--- src/rtl/axi4_rd_burst_init_pkg.sv ---
// Shared AXI4 encodings and constants for the burst read initiator.
package axi4_rd_burst_init_pkg;

    localparam logic [2:0]  AXI4_BURST_SIZE_8BYTES = 3'b011;
    localparam logic [1:0]  AXI4_BURST_TYPE_INCR   = 2'b01;
    localparam logic [1:0]  AXI4_RESP_OKAY         = 2'b00;
    localparam logic [1:0]  AXI4_RESP_SLVERR       = 2'b10;
    localparam logic [12:0] AXI4_PAGE_BYTES        = 13'd4096;

endpackage

--- src/rtl/axi4_burst_len_calc.sv ---
// Beats for the next burst: min of remaining beats, the burst cap and the
// beats left before the current 4 KB page ends.
module axi4_burst_len_calc
    import axi4_rd_burst_init_pkg::*;
#(
    parameter int CNT_WIDTH     = 16,
    parameter int MAX_BURST_LEN = 16
) (
    input  logic [CNT_WIDTH-1:0] rem,
    input  logic [11:0]          addr_lo,
    output logic [8:0]           beats
);

    localparam int CW = (CNT_WIDTH > 13) ? CNT_WIDTH : 13;

    logic [CW-1:0] rem_ext;
    logic [CW-1:0] page_beats;
    logic [CW-1:0] max_ext;
    logic [CW-1:0] min_cap;
    logic [CW-1:0] min_all;

    // The page remainder is 1..512 beats, so everything is compared at a common width.
    always_comb begin
        rem_ext    = CW'(rem);
        page_beats = CW'((AXI4_PAGE_BYTES - {1'b0, addr_lo}) >> 3);
        max_ext    = CW'(MAX_BURST_LEN);
        min_cap    = (rem_ext < max_ext) ? rem_ext : max_ext;
        min_all    = (min_cap < page_beats) ? min_cap : page_beats;
        beats      = 9'(min_all);
    end

endmodule

--- src/rtl/axi4_rd_burst_init.sv ---
// AXI4 read initiator: splits a linear read request into 4 KB-safe INCR bursts,
// one outstanding at a time, and streams the returned data out unbuffered.
module axi4_rd_burst_init
    import axi4_rd_burst_init_pkg::*;
#(
    parameter int ADDR_WIDTH    = 32,
    parameter int DATA_WIDTH    = 64,
    parameter int MAX_BURST_LEN = 16,
    parameter int CNT_WIDTH     = 16
) (
    input  logic                  clk_i,
    input  logic                  rst_i,
    input  logic                  req_valid_i,
    output logic                  req_ready_o,
    input  logic [ADDR_WIDTH-1:0] req_addr_i,
    input  logic [CNT_WIDTH-1:0]  req_beats_i,
    output logic [ADDR_WIDTH-1:0] araddr_o,
    output logic [7:0]            arlen_o,
    output logic [2:0]            arsize_o,
    output logic [1:0]            arburst_o,
    output logic                  arvalid_o,
    input  logic                  arready_i,
    input  logic [DATA_WIDTH-1:0] rdata_i,
    input  logic [1:0]            rresp_i,
    input  logic                  rlast_i,
    input  logic                  rvalid_i,
    output logic                  rready_o,
    output logic [DATA_WIDTH-1:0] dat_o,
    output logic                  dat_valid_o,
    output logic                  dat_last_o,
    input  logic                  dat_ready_i,
    output logic                  done_o,
    output logic                  err_o
);

    typedef enum logic [1:0] {ST_IDLE, ST_AR, ST_R, ST_DONE} state_t;

    state_t                state, state_nxt;
    logic [ADDR_WIDTH-1:0] addr;
    logic [CNT_WIDTH-1:0]  rem;
    logic [8:0]            beats;
    logic [8:0]            burst_cnt;
    logic [8:0]            burst_beats;
    logic                  err;
    logic                  req_hs, ar_hs, r_hs, burst_end;

    axi4_burst_len_calc #(
        .CNT_WIDTH     (CNT_WIDTH),
        .MAX_BURST_LEN (MAX_BURST_LEN)
    ) u_len_calc (
        .rem     (rem),
        .addr_lo (addr[11:0]),
        .beats   (beats)
    );

    assign req_hs    = (state == ST_IDLE) & req_valid_i;
    assign ar_hs     = (state == ST_AR) & arready_i;
    assign r_hs      = (state == ST_R) & rvalid_i & dat_ready_i;
    assign burst_end = r_hs & (burst_cnt == 9'd1);

    assign araddr_o  = addr;
    assign arsize_o  = AXI4_BURST_SIZE_8BYTES;
    assign arburst_o = AXI4_BURST_TYPE_INCR;
    assign dat_o     = rdata_i;

    always_ff @(posedge clk_i or posedge rst_i) begin
        if (rst_i) state <= ST_IDLE;
        else       state <= state_nxt;
    end

    always_comb begin
        state_nxt   = state;
        req_ready_o = 1'b0;
        arvalid_o   = 1'b0;
        arlen_o     = 8'd0;
        rready_o    = 1'b0;
        dat_valid_o = 1'b0;
        dat_last_o  = 1'b0;
        done_o      = 1'b0;
        err_o       = 1'b0;
        case (state)
            ST_IDLE: begin
                req_ready_o = 1'b1;
                if (req_valid_i) state_nxt = (req_beats_i == '0) ? ST_DONE : ST_AR;
            end
            ST_AR: begin
                arvalid_o = 1'b1;
                arlen_o   = 8'(beats - 9'd1);
                if (arready_i) state_nxt = ST_R;
            end
            ST_R: begin
                // The stream side is a straight pass-through, so R stalls whenever the sink does.
                rready_o    = dat_ready_i;
                dat_valid_o = rvalid_i;
                dat_last_o  = rvalid_i & (rem == CNT_WIDTH'(1));
                if (burst_end) state_nxt = (rem == CNT_WIDTH'(1)) ? ST_DONE : ST_AR;
            end
            ST_DONE: begin
                done_o    = 1'b1;
                err_o     = err;
                state_nxt = ST_IDLE;
            end
            default: state_nxt = ST_IDLE;
        endcase
    end

    // Burst bookkeeping; our own beat counter, not rlast, decides where a burst ends.
    always_ff @(posedge clk_i or posedge rst_i) begin
        if (rst_i) begin
            addr        <= '0;
            rem         <= '0;
            burst_cnt   <= '0;
            burst_beats <= '0;
            err         <= 1'b0;
        end else begin
            if (req_hs) begin
                addr <= req_addr_i & ~ADDR_WIDTH'(7);
                rem  <= req_beats_i;
                err  <= 1'b0;
            end
            if (ar_hs) begin
                burst_cnt   <= beats;
                burst_beats <= beats;
            end
            if (r_hs) begin
                burst_cnt <= burst_cnt - 9'd1;
                rem       <= rem - CNT_WIDTH'(1);
                if ((rresp_i != AXI4_RESP_OKAY) || (rlast_i != (burst_cnt == 9'd1)))
                    err <= 1'b1;
            end
            if (burst_end) addr <= addr + ADDR_WIDTH'({burst_beats, 3'b000});
        end
    end

endmodule

--- config.mk ---
export PLATFORM = sky130hd
export DESIGN_NAME = axi4_rd_burst_init
export DESIGN_NICKNAME = d
export VERILOG_FILES = /design/src/rtl/axi4_rd_burst_init_pkg.sv /design/src/rtl/axi4_burst_len_calc.sv /design/src/rtl/axi4_rd_burst_init.sv
export SDC_FILE = /design/constraint.sdc
export NUM_CORES = 1
export LEC_CHECK = 0
export CAP_MARGIN = 25
export CORE_MARGIN = 2
export CORE_UTILIZATION = 60
export CTS_BUF_LIST = sky130_fd_sc_hd__clkbuf_16
export CTS_CLUSTER_SIZE = 20
export DETAILED_ROUTE_END_ITERATION = 10
export DONT_BUFFER_PORTS = 1
export PLACE_DENSITY = 0.83
export SETUP_SLACK_MARGIN = 0.15
export SYNTH_ARGS = -nofsm -noshare
export SYNTH_HDL_FRONTEND = slang
export SYNTH_HIERARCHICAL = 1
export SYNTH_SLANG_ARGS = --single-unit
export TNS_END_PERCENT = 20
--- constraint.sdc ---
create_clock -name clk_i -period 4 [get_ports clk_i]
set_input_delay 0.4 -clock clk_i [delete_from_list [all_inputs] [get_ports clk_i]]
set_output_delay 0.4 -clock clk_i [all_outputs]
set_load 0.01 [all_outputs]
==> impl_results.md, run 1 <==
- DP Cell Count: 687
- Gp weighted congestion: 0.927
- DRT Pass-1 Iters: 5
- # DRC: 0
- Min Clock Period, post-route: about 4.2 ns
- Pwr per Cell Area: about 800 nW/µm²
- Switching part of the total: between 40% and 50%
- Final WL: 14.1 mm
- Vias in the first global route: 4,599
- Vias/cell: 6.53
- CP max stage cell: dfrtp_1
- Die area: 9650 µm²
- Comb power frac: between 40% and 50%
- CP Cell Sequence: nor4_4 > nand3_4 > xnor2_2 > ha_1 > a211oi_2 > o21ai_2 > buf_4 > nor4_4 > nor3_2 > a211o_1 > nor3_4 > nand2_2 > nor3_4 > xnor2_1 > nor2_2
- Area of the multi-input gates: 3130 µm²
- Worst-path clk slew: 0.06 ns
- DR vias: 4,712
- Root buffer cell: clkbuf_16
- Final cell count without fillers: ~720
- Post-synthesis cell count: 644
- First-pass GRT wire length: 22.7 mm
- Worst skew pair latency: 0.33 ns
- Initial antenna violation count: 0
- Outcome: finished, violations left
- CP Launch Type: flop
- Sequential group share of total power: roughly a third
- Post-synth EDFFs: 0
- Synth cell types: just over 70
- Final worst slack: -0.157 ns
- Max IR drop VDD: 0.356 mV
- Place WS: 0.0458 ns
- Gr ovfl total: 0
- Fin. max-slew vios: 0
- Largest net degree at the start of global routing: 48
- Worst-Margin Slew: 0.825 ns
- Total GRT Usage: 28.6%
- # port buffers: 0
- Most frequent cells in the layout: 92 x nand2_1, 66 x dfrtp_1, 46 x nor2_1, 28 x buf_4, 26 x o21ai_0
- Ys async rst share: 100%
- Clock Tree Buf Depth: 2
- TritonCTS clock tree: yes
- Rows: 34
- Fill count: 733
- Final ANT Viol Nets: 0
- Crit path capture type: output pin
- Starting Density: 61.4%
- Chip height: 98.2 µm
- P&R area growth vs syn: 3.57%
- Part of the cycle the worst path needs: 104%
- Rel. slew slack: between 40% and 50%
- Flops & latches, synth: 66
- RSZ-0062 raised after global routing: yes
- Final Hold Viols: 0
- Clock network power share: 16.0%
- Worst Hold Class: input port to flop
- Setup crit start: araddr_o[3]
- Crit-path leading delay family: simple AND/OR/NAND/NOR gates
- Avg Inst Size Synth: 8.27 µm²
- Max-cap viol count: 0
- Worst Path Buf+Inv: 1
- Pint: 2.32 mW
- Most common cell after layout, fill and taps aside: nand2_1
- Ant diodes: 0
- Critical Path RT: between 3 and 4 ns
- Crit path max fanout: 4
- CTS Buf Count: 9
- Commonest register cell after synthesis: dfrtp_1
- First DRT Iteration DRCs: 490
- Ratio of cells with drive above 1 in the final layout: between 10 and 15%
- Failing checks: negative setup slack
- Post-synthesis sequential area ratio: 31.0%
- Hold_sp: arready_i
- Post-synthesis cell area: around 5300 µm²
- Power Total: 4.36 mW
- I/O pins: between 200 and 250
- DP HPWL: 9.86 mm
- H-tree Lvls: 3
- Drt wl/cell: just under 20 µm
- Crit Reg-Reg Startpoint: araddr_o[3]
- P_sw: roughly 2.0 mW
- # setup viols final: 6
- CP arrival: ~3.8 ns
- Core area: 8680 µm²
- Syn. warnings: 6
- Crit Path Class: flop to output pin
- # clock sinks: 66
- Die X: 98.2 µm
- CP max stage delay: 0.41 ns
- LEAKAGE: 2.35 nW
- Nets: roughly 750
- Clock Skew: between 0.009 and 0.01 ns
- Fmax achieved: 241 MHz
- Seq. cell area: 1650 µm²
[power groups by stage]
stage / sequential [mW] / combinational (mW) / clock [mW]
after floorplan: 1.36 / 1.54 / 0
after CTS: 1.47 / 2.04 / 0.697
after detailed placement: 1.47 / 1.88 / 0
final: 1.49 / 2.18 / 0.699
after global placement: 1.45 / 1.81 / 0
after global routing: 1.54 / 2.41 / 0.725
[worst reg2reg max path: stages (launching register included)]
cell	delay (ns)
dfrtp_1	0.41
nor4_4	0.29
buf_4	0.18
buf_4	0.11
xnor2_1	0.15
inv_1	0.12
ha_1	0.29
o211ai_1	0.08
a21oi_1	0.16
o22ai_1	0.09
buf_4	0.17
buf_2	0.16
buf_4	0.14
a21o_1	0.20
nor2_2	0.32
nor2_1	0.10
a311oi_1	0.27
[Yosys cell counts, drive strengths merged, types with 8 or more instances]
master,count,area [µm²]
o211ai,20,150
nand4,9,56.3
nor4,12,126
nand2,94,355
o21ai,31,159
o311ai,11,96.3
or4,8,67.6
nand3,25,138
and2,10,62.6
nor2,55,206
buf,77,577
inv,23,86.3
nor3,18,106
a21oi,26,130
dfrtp,66,1650
xnor2,14,130
clkbuf,17,63.8
ha,23,288
[cell families (layout without fill, tap and decap cells)]
kind of cell / Yosys count / after routing / synth area share (%)
xor gates and xnor gates: 21 / 21 / 3.59
AOI/OAI and AO/OA: 140 / 140 / 18.7
other: 3 / 19 / 0.211
muxes: 6 / 6 / 1.15
buffers and inverters: 117 / 71 / 13.6
adders and majority gates: 24 / 24 / 5.78
DFF: 66 / 66 / 31.0
and+or+nand+nor: 267 / 267 / 25.9
[cell type report]
type / count / share of cell area (%)
flip-flops and latches: 66 / 29.9
inverters: 23 / 1.56
clock inverters: 7 / 0.544
multi-input cells: 477 / 56.8
clock buffers: 9 / 4.08
repair buffers: 32 / 4.67
well taps: 108 / 2.45
[path summary, 6_finish.rpt]
kind / to / slack (ns) / cells after the start
setup / recovery: arlen_o[7] / -0.16 / 15
hold / removal: state[0] / 0.19 / 1
setup reg to reg: burst_cnt[5] / 0.65 / 16
hold reg to reg: err / 0.48 / 2
max in group asynchronous: araddr_o[18] / 2.50 / 3
min in group asynchronous: araddr_o[9] / 0.53 / 2
[sequential cells by signal, indices dropped and copies added, names as in the netlist]
register	cells
burst_cnt	9
rem	16
burst_beats	9
err	1
araddr_o	29
state	2
[through the flow]
stage	utilization (%)	hold WS [ns]	TNS (ns)	instance area [µm²]
final	63.6	0.187	-0.503	5520
after global routing	63.6	0.190	-1.50	5520
after CTS	62.3	0.186	-0.593	5410
after detailed placement	57.4	0.310	0	4980
after global placement	57.4	0.301	0	4980
after floorplan	-	0.443	0	5390
[per-layer routing]
metal / routed length [µm] / GRT usage, % / share of wire [%]
met1: 5720 / 37.8 / 41
met2: 6870 / 47.4 / 49
met3: 1120 / 5.37 / 7.9
met4: 369 / 9.91 / 2.6
met5: 0 / 0 / 0
[timing repair]
item | 4_1_cts | 5_1_grt
endpoints found under the hold margin | 19 | 0
resized for setup | 19 | 11
hold buffers | 1 | 0
pin swaps | 17 | 11
endpoints found under the setup margin | 7 | 7
setup buffers | 12 | 5
Power figures use the tool's default switching activity.
==> run 2: changes to the inputs <==
--- a/config.mk
+++ b/config.mk
@@ -6,7 +6,7 @@
 export NUM_CORES = 1
 export LEC_CHECK = 0
 export CAP_MARGIN = 25
-export CORE_MARGIN = 2
+export CORE_MARGIN = 4
 export CORE_UTILIZATION = 60
 export CTS_BUF_LIST = sky130_fd_sc_hd__clkbuf_16
 export CTS_CLUSTER_SIZE = 20
==> constraint.sdc (replaced) <==
create_clock -name clk_i -period 4.9 [get_ports clk_i]
set_input_delay 0.49 -clock clk_i [delete_from_list [all_inputs] [get_ports clk_i]]
set_output_delay 0.49 -clock clk_i [all_outputs]
set_load 0.01 [all_outputs]
==> run 2 against run 1 <==
The flow now finishes without violations. Register-to-register slack gained 0.83 ns. Clock power shrank 19%. Die area grew 8.3%. Final cell count shrank 3.5%. Hold slack gained 0.10 ns. Largest power group unchanged.
==> impl_results.md, run 2 (synthesis gave the netlist of run 1 again) <==
- Root buffer cell: clkbuf_16
- Total GRT Usage: 26.8% (-1.7 points)
- Die X: 102 µm (+4.1%)
- Core Util, Final: 60.2% (-3.4 points)
- Final WL: 13.9 mm (-1.3%)
- Final Hold Viols: 0 (unchanged)
- Drt wl/cell: 19.9 µm (+2.2%)
- Most frequent cells in the layout: 93 x nand2_1, 66 x dfrtp_1, 55 x nor2_1, 28 x o21ai_0, 25 x a21oi_1
- Nets: 729 (-3.3%)
- # port buffers: 0 (unchanged)
- LEAKAGE: 2.20 nW (-6.4%)
- P&R area growth vs syn: -1.95%
- DR vias: 4,610 (-2.2%)
- H-tree Lvls: 3 (unchanged)
- Most common cell after layout, fill and taps aside: nand2_1
- Pint: 1.75 mW (-24%)
- Max IR drop VDD: 0.356 mV (-0.12%)
- Worst-path clk slew: 0.06 ns (about the same)
- CP arrival: 3.98 ns (+0.22 ns)
- Clock Skew: 0.00775 ns (-0.00155 ns)
- Vias in the first global route: 4,528 (-1.5%)
- Fmax achieved: 224 MHz
- DP HPWL: 10.3 mm (+4.9%)
- Clock Tree Buf Depth: 2 (unchanged)
- R2R depth: 8 (-8)
- Die area: 10,500 µm² (+8.3%)
- # setup viols final: 0 (-6)
- Min Clock Period, post-route: 4.47 ns
- Ant diodes: 0 (unchanged)
- First DRT Iteration DRCs: 372 (-24%)
- # clock sinks: 66 (unchanged)
- Reg-to-reg slack, setup: 1.48 ns (+0.83 ns)
- Fill count: 759 (+3.5%)
- Initial antenna violation count: 0 (unchanged)
- Largest net degree at the start of global routing: 67 (+40%)
- Ratio of cells with drive above 1 in the final layout: 7.64% (-6.9 points)
- Crit path capture type: output pin
- Critical Path RT: 4.41 ns (+0.81 ns)
- Vias/cell: 6.61 (+1.3%)
- Max reg flops: 29 (unchanged)
- RSZ-0062 raised after global routing: yes
- DRT Pass-1 Iters: 7 (+2)
- Fin. max-slew vios: 0 (unchanged)
- Worst-Margin Slew: 0.966 ns (+0.141 ns)
- Rel. slew slack: 35.3% (-9.4 points)
- CTS Buf Count: 9 (unchanged)
- TritonCTS clock tree: yes
- Worst skew pair latency: 0.32 ns (about the same)
- P_sw: 1.56 mW (-24%)
- Outcome: finished, final reports clean
- Starting Density: 61.4% (unchanged)
- Max-cap viol count: 0 (unchanged)
- Sequential group share of total power: 37.9% (+3.8 points)
- Comb power frac: 44.9% (-5.0 points)
- Switching part of the total: 47.1% (+0.20 points)
- Reg-to-reg endpoint: araddr_o[27]
- Crit Path Class: flop to output pin
- Pwr per Cell Area: 634 nW/µm² (-20%)
- Clock network power share: 17.2% (+1.2 points)
- First-pass GRT wire length: 22.2 mm (-1.8%)
- Final ANT Viol Nets: 0 (unchanged)
- Crit path max fanout: 6 (+2)
- I/O pins: 237 (unchanged)
- Setup_tns: 0 ns (+0.503 ns)
- Crit Reg-Reg Startpoint: burst_cnt[1]
- Part of the cycle the worst path needs: 91.2%
- Worst Hold Class: input port to asynchronous set/reset pin
- # DRC: 0 (unchanged)
- Rows: 34 (unchanged)
- Gr ovfl total: 0 (unchanged)
- CP Launch Type: flop
- Cts-stage hold buffer count: 0 (-1)
- Chip height: 102 µm (+4.1%)
- Gp weighted congestion: 0.916 (-1.1%)
- Core area: 8680 µm² (unchanged)
==> run 2: power groups by stage <==
| stage | Clock [mW] | Sequential, mW | Combinational (mW) |
|---|---|---|---|
| 6_report | 0.569 | 1.26 | 1.49 |
| 5_1_grt | 0.603 | 1.31 | 1.66 |
| 4_1_cts | 0.577 | 1.25 | 1.46 |
| 3_5_place_dp | 0 | 1.25 | 1.45 |
| 3_3_place_gp | 0 | 1.23 | 1.37 |
| 2_1_floorplan | 0 | 1.11 | 1.26 |
==> run 2: layout make-up <==
| type | instances | area [µm²] | area share (%) |
|---|---|---|---|
| Inverter | 23 | 86.3 | 1.65 |
| Multi-Input combinational cell | 477 | 3020 | 57.7 |
| Sequential cell | 66 | 1650 | 31.6 |
| Clock buffer | 9 | 225 | 4.31 |
| Clock inverter | 7 | 38.8 | 0.742 |
| Tap cell | 108 | 135 | 2.59 |
| Timing Repair Buffer | 7 | 72.6 | 1.39 |
==> run 2: worst max-delay path: stages (launching register included) <==
cell and delay [ns]:
dfrtp_1 0.49, nor4_4 0.38, nand3_4 0.15, o21ai_0 0.18, nand2b_1 0.11, ha_1 0.29, o21ai_0 0.22, o21ai_2 0.12
nor4_4 0.36, a211o_1 0.18, nand3_1 0.19, nor3_1 0.36, nand2_1 0.14, nor3_1 0.19, xnor2_1 0.09, nor2_1 0.19
==> run 2: routing by layer <==
| metal | GRT usage [%] | up-vias | routed length [µm] |
|---|---|---|---|
| met5 | 0 | - | 0 |
| met4 | 12.8 | 0 | 477 |
| met3 | 6.89 | 50 | 1250 |
| met2 | 44.4 | 251 | 6900 |
| met1 | 32.7 | 2199 | 5250 |
| li1 | - | 2110 | - |
==> run 2: per-stage QoR <==
step                      worst slack, ns  area, µm²  instances  power (mW)  hold slack [ns]
after floorplan                      1.19       5390        660        2.37            0.443
after global placement              0.898       4920        679        2.60            0.464
after detailed placement            0.721       4920        679        2.70            0.475
after CTS                           0.365       5190        695        3.29            0.280
after global routing               0.0754       5230        697        3.57            0.283
final                               0.431       5230        697        3.31            0.288
==> run 2: how the worst max path moves through the flow <==
stage           startpoint         end  slack [ns]  depth (start not counted)
3_5_place_dp   araddr_o[3]  arlen_o[4]        0.72                         16
4_1_cts        araddr_o[3]  arlen_o[4]        0.36                         16
5_1_grt        araddr_o[3]  arlen_o[7]        0.08                         15
3_3_place_gp   araddr_o[3]  arlen_o[4]        0.90                         16
6_report       araddr_o[3]  arlen_o[7]        0.43                         15
2_1_floorplan  araddr_o[3]  arlen_o[7]        1.19                         16
==> run 2: timing repair <==
| item | in CTS | in global routing |
|---|---|---|
| buffers inserted | 0 | 1 |
| hold endpoints to repair | 0 | 0 |
| setup endpoints to repair | 0 | 3 |
| gates resized for setup | 0 | 1 |
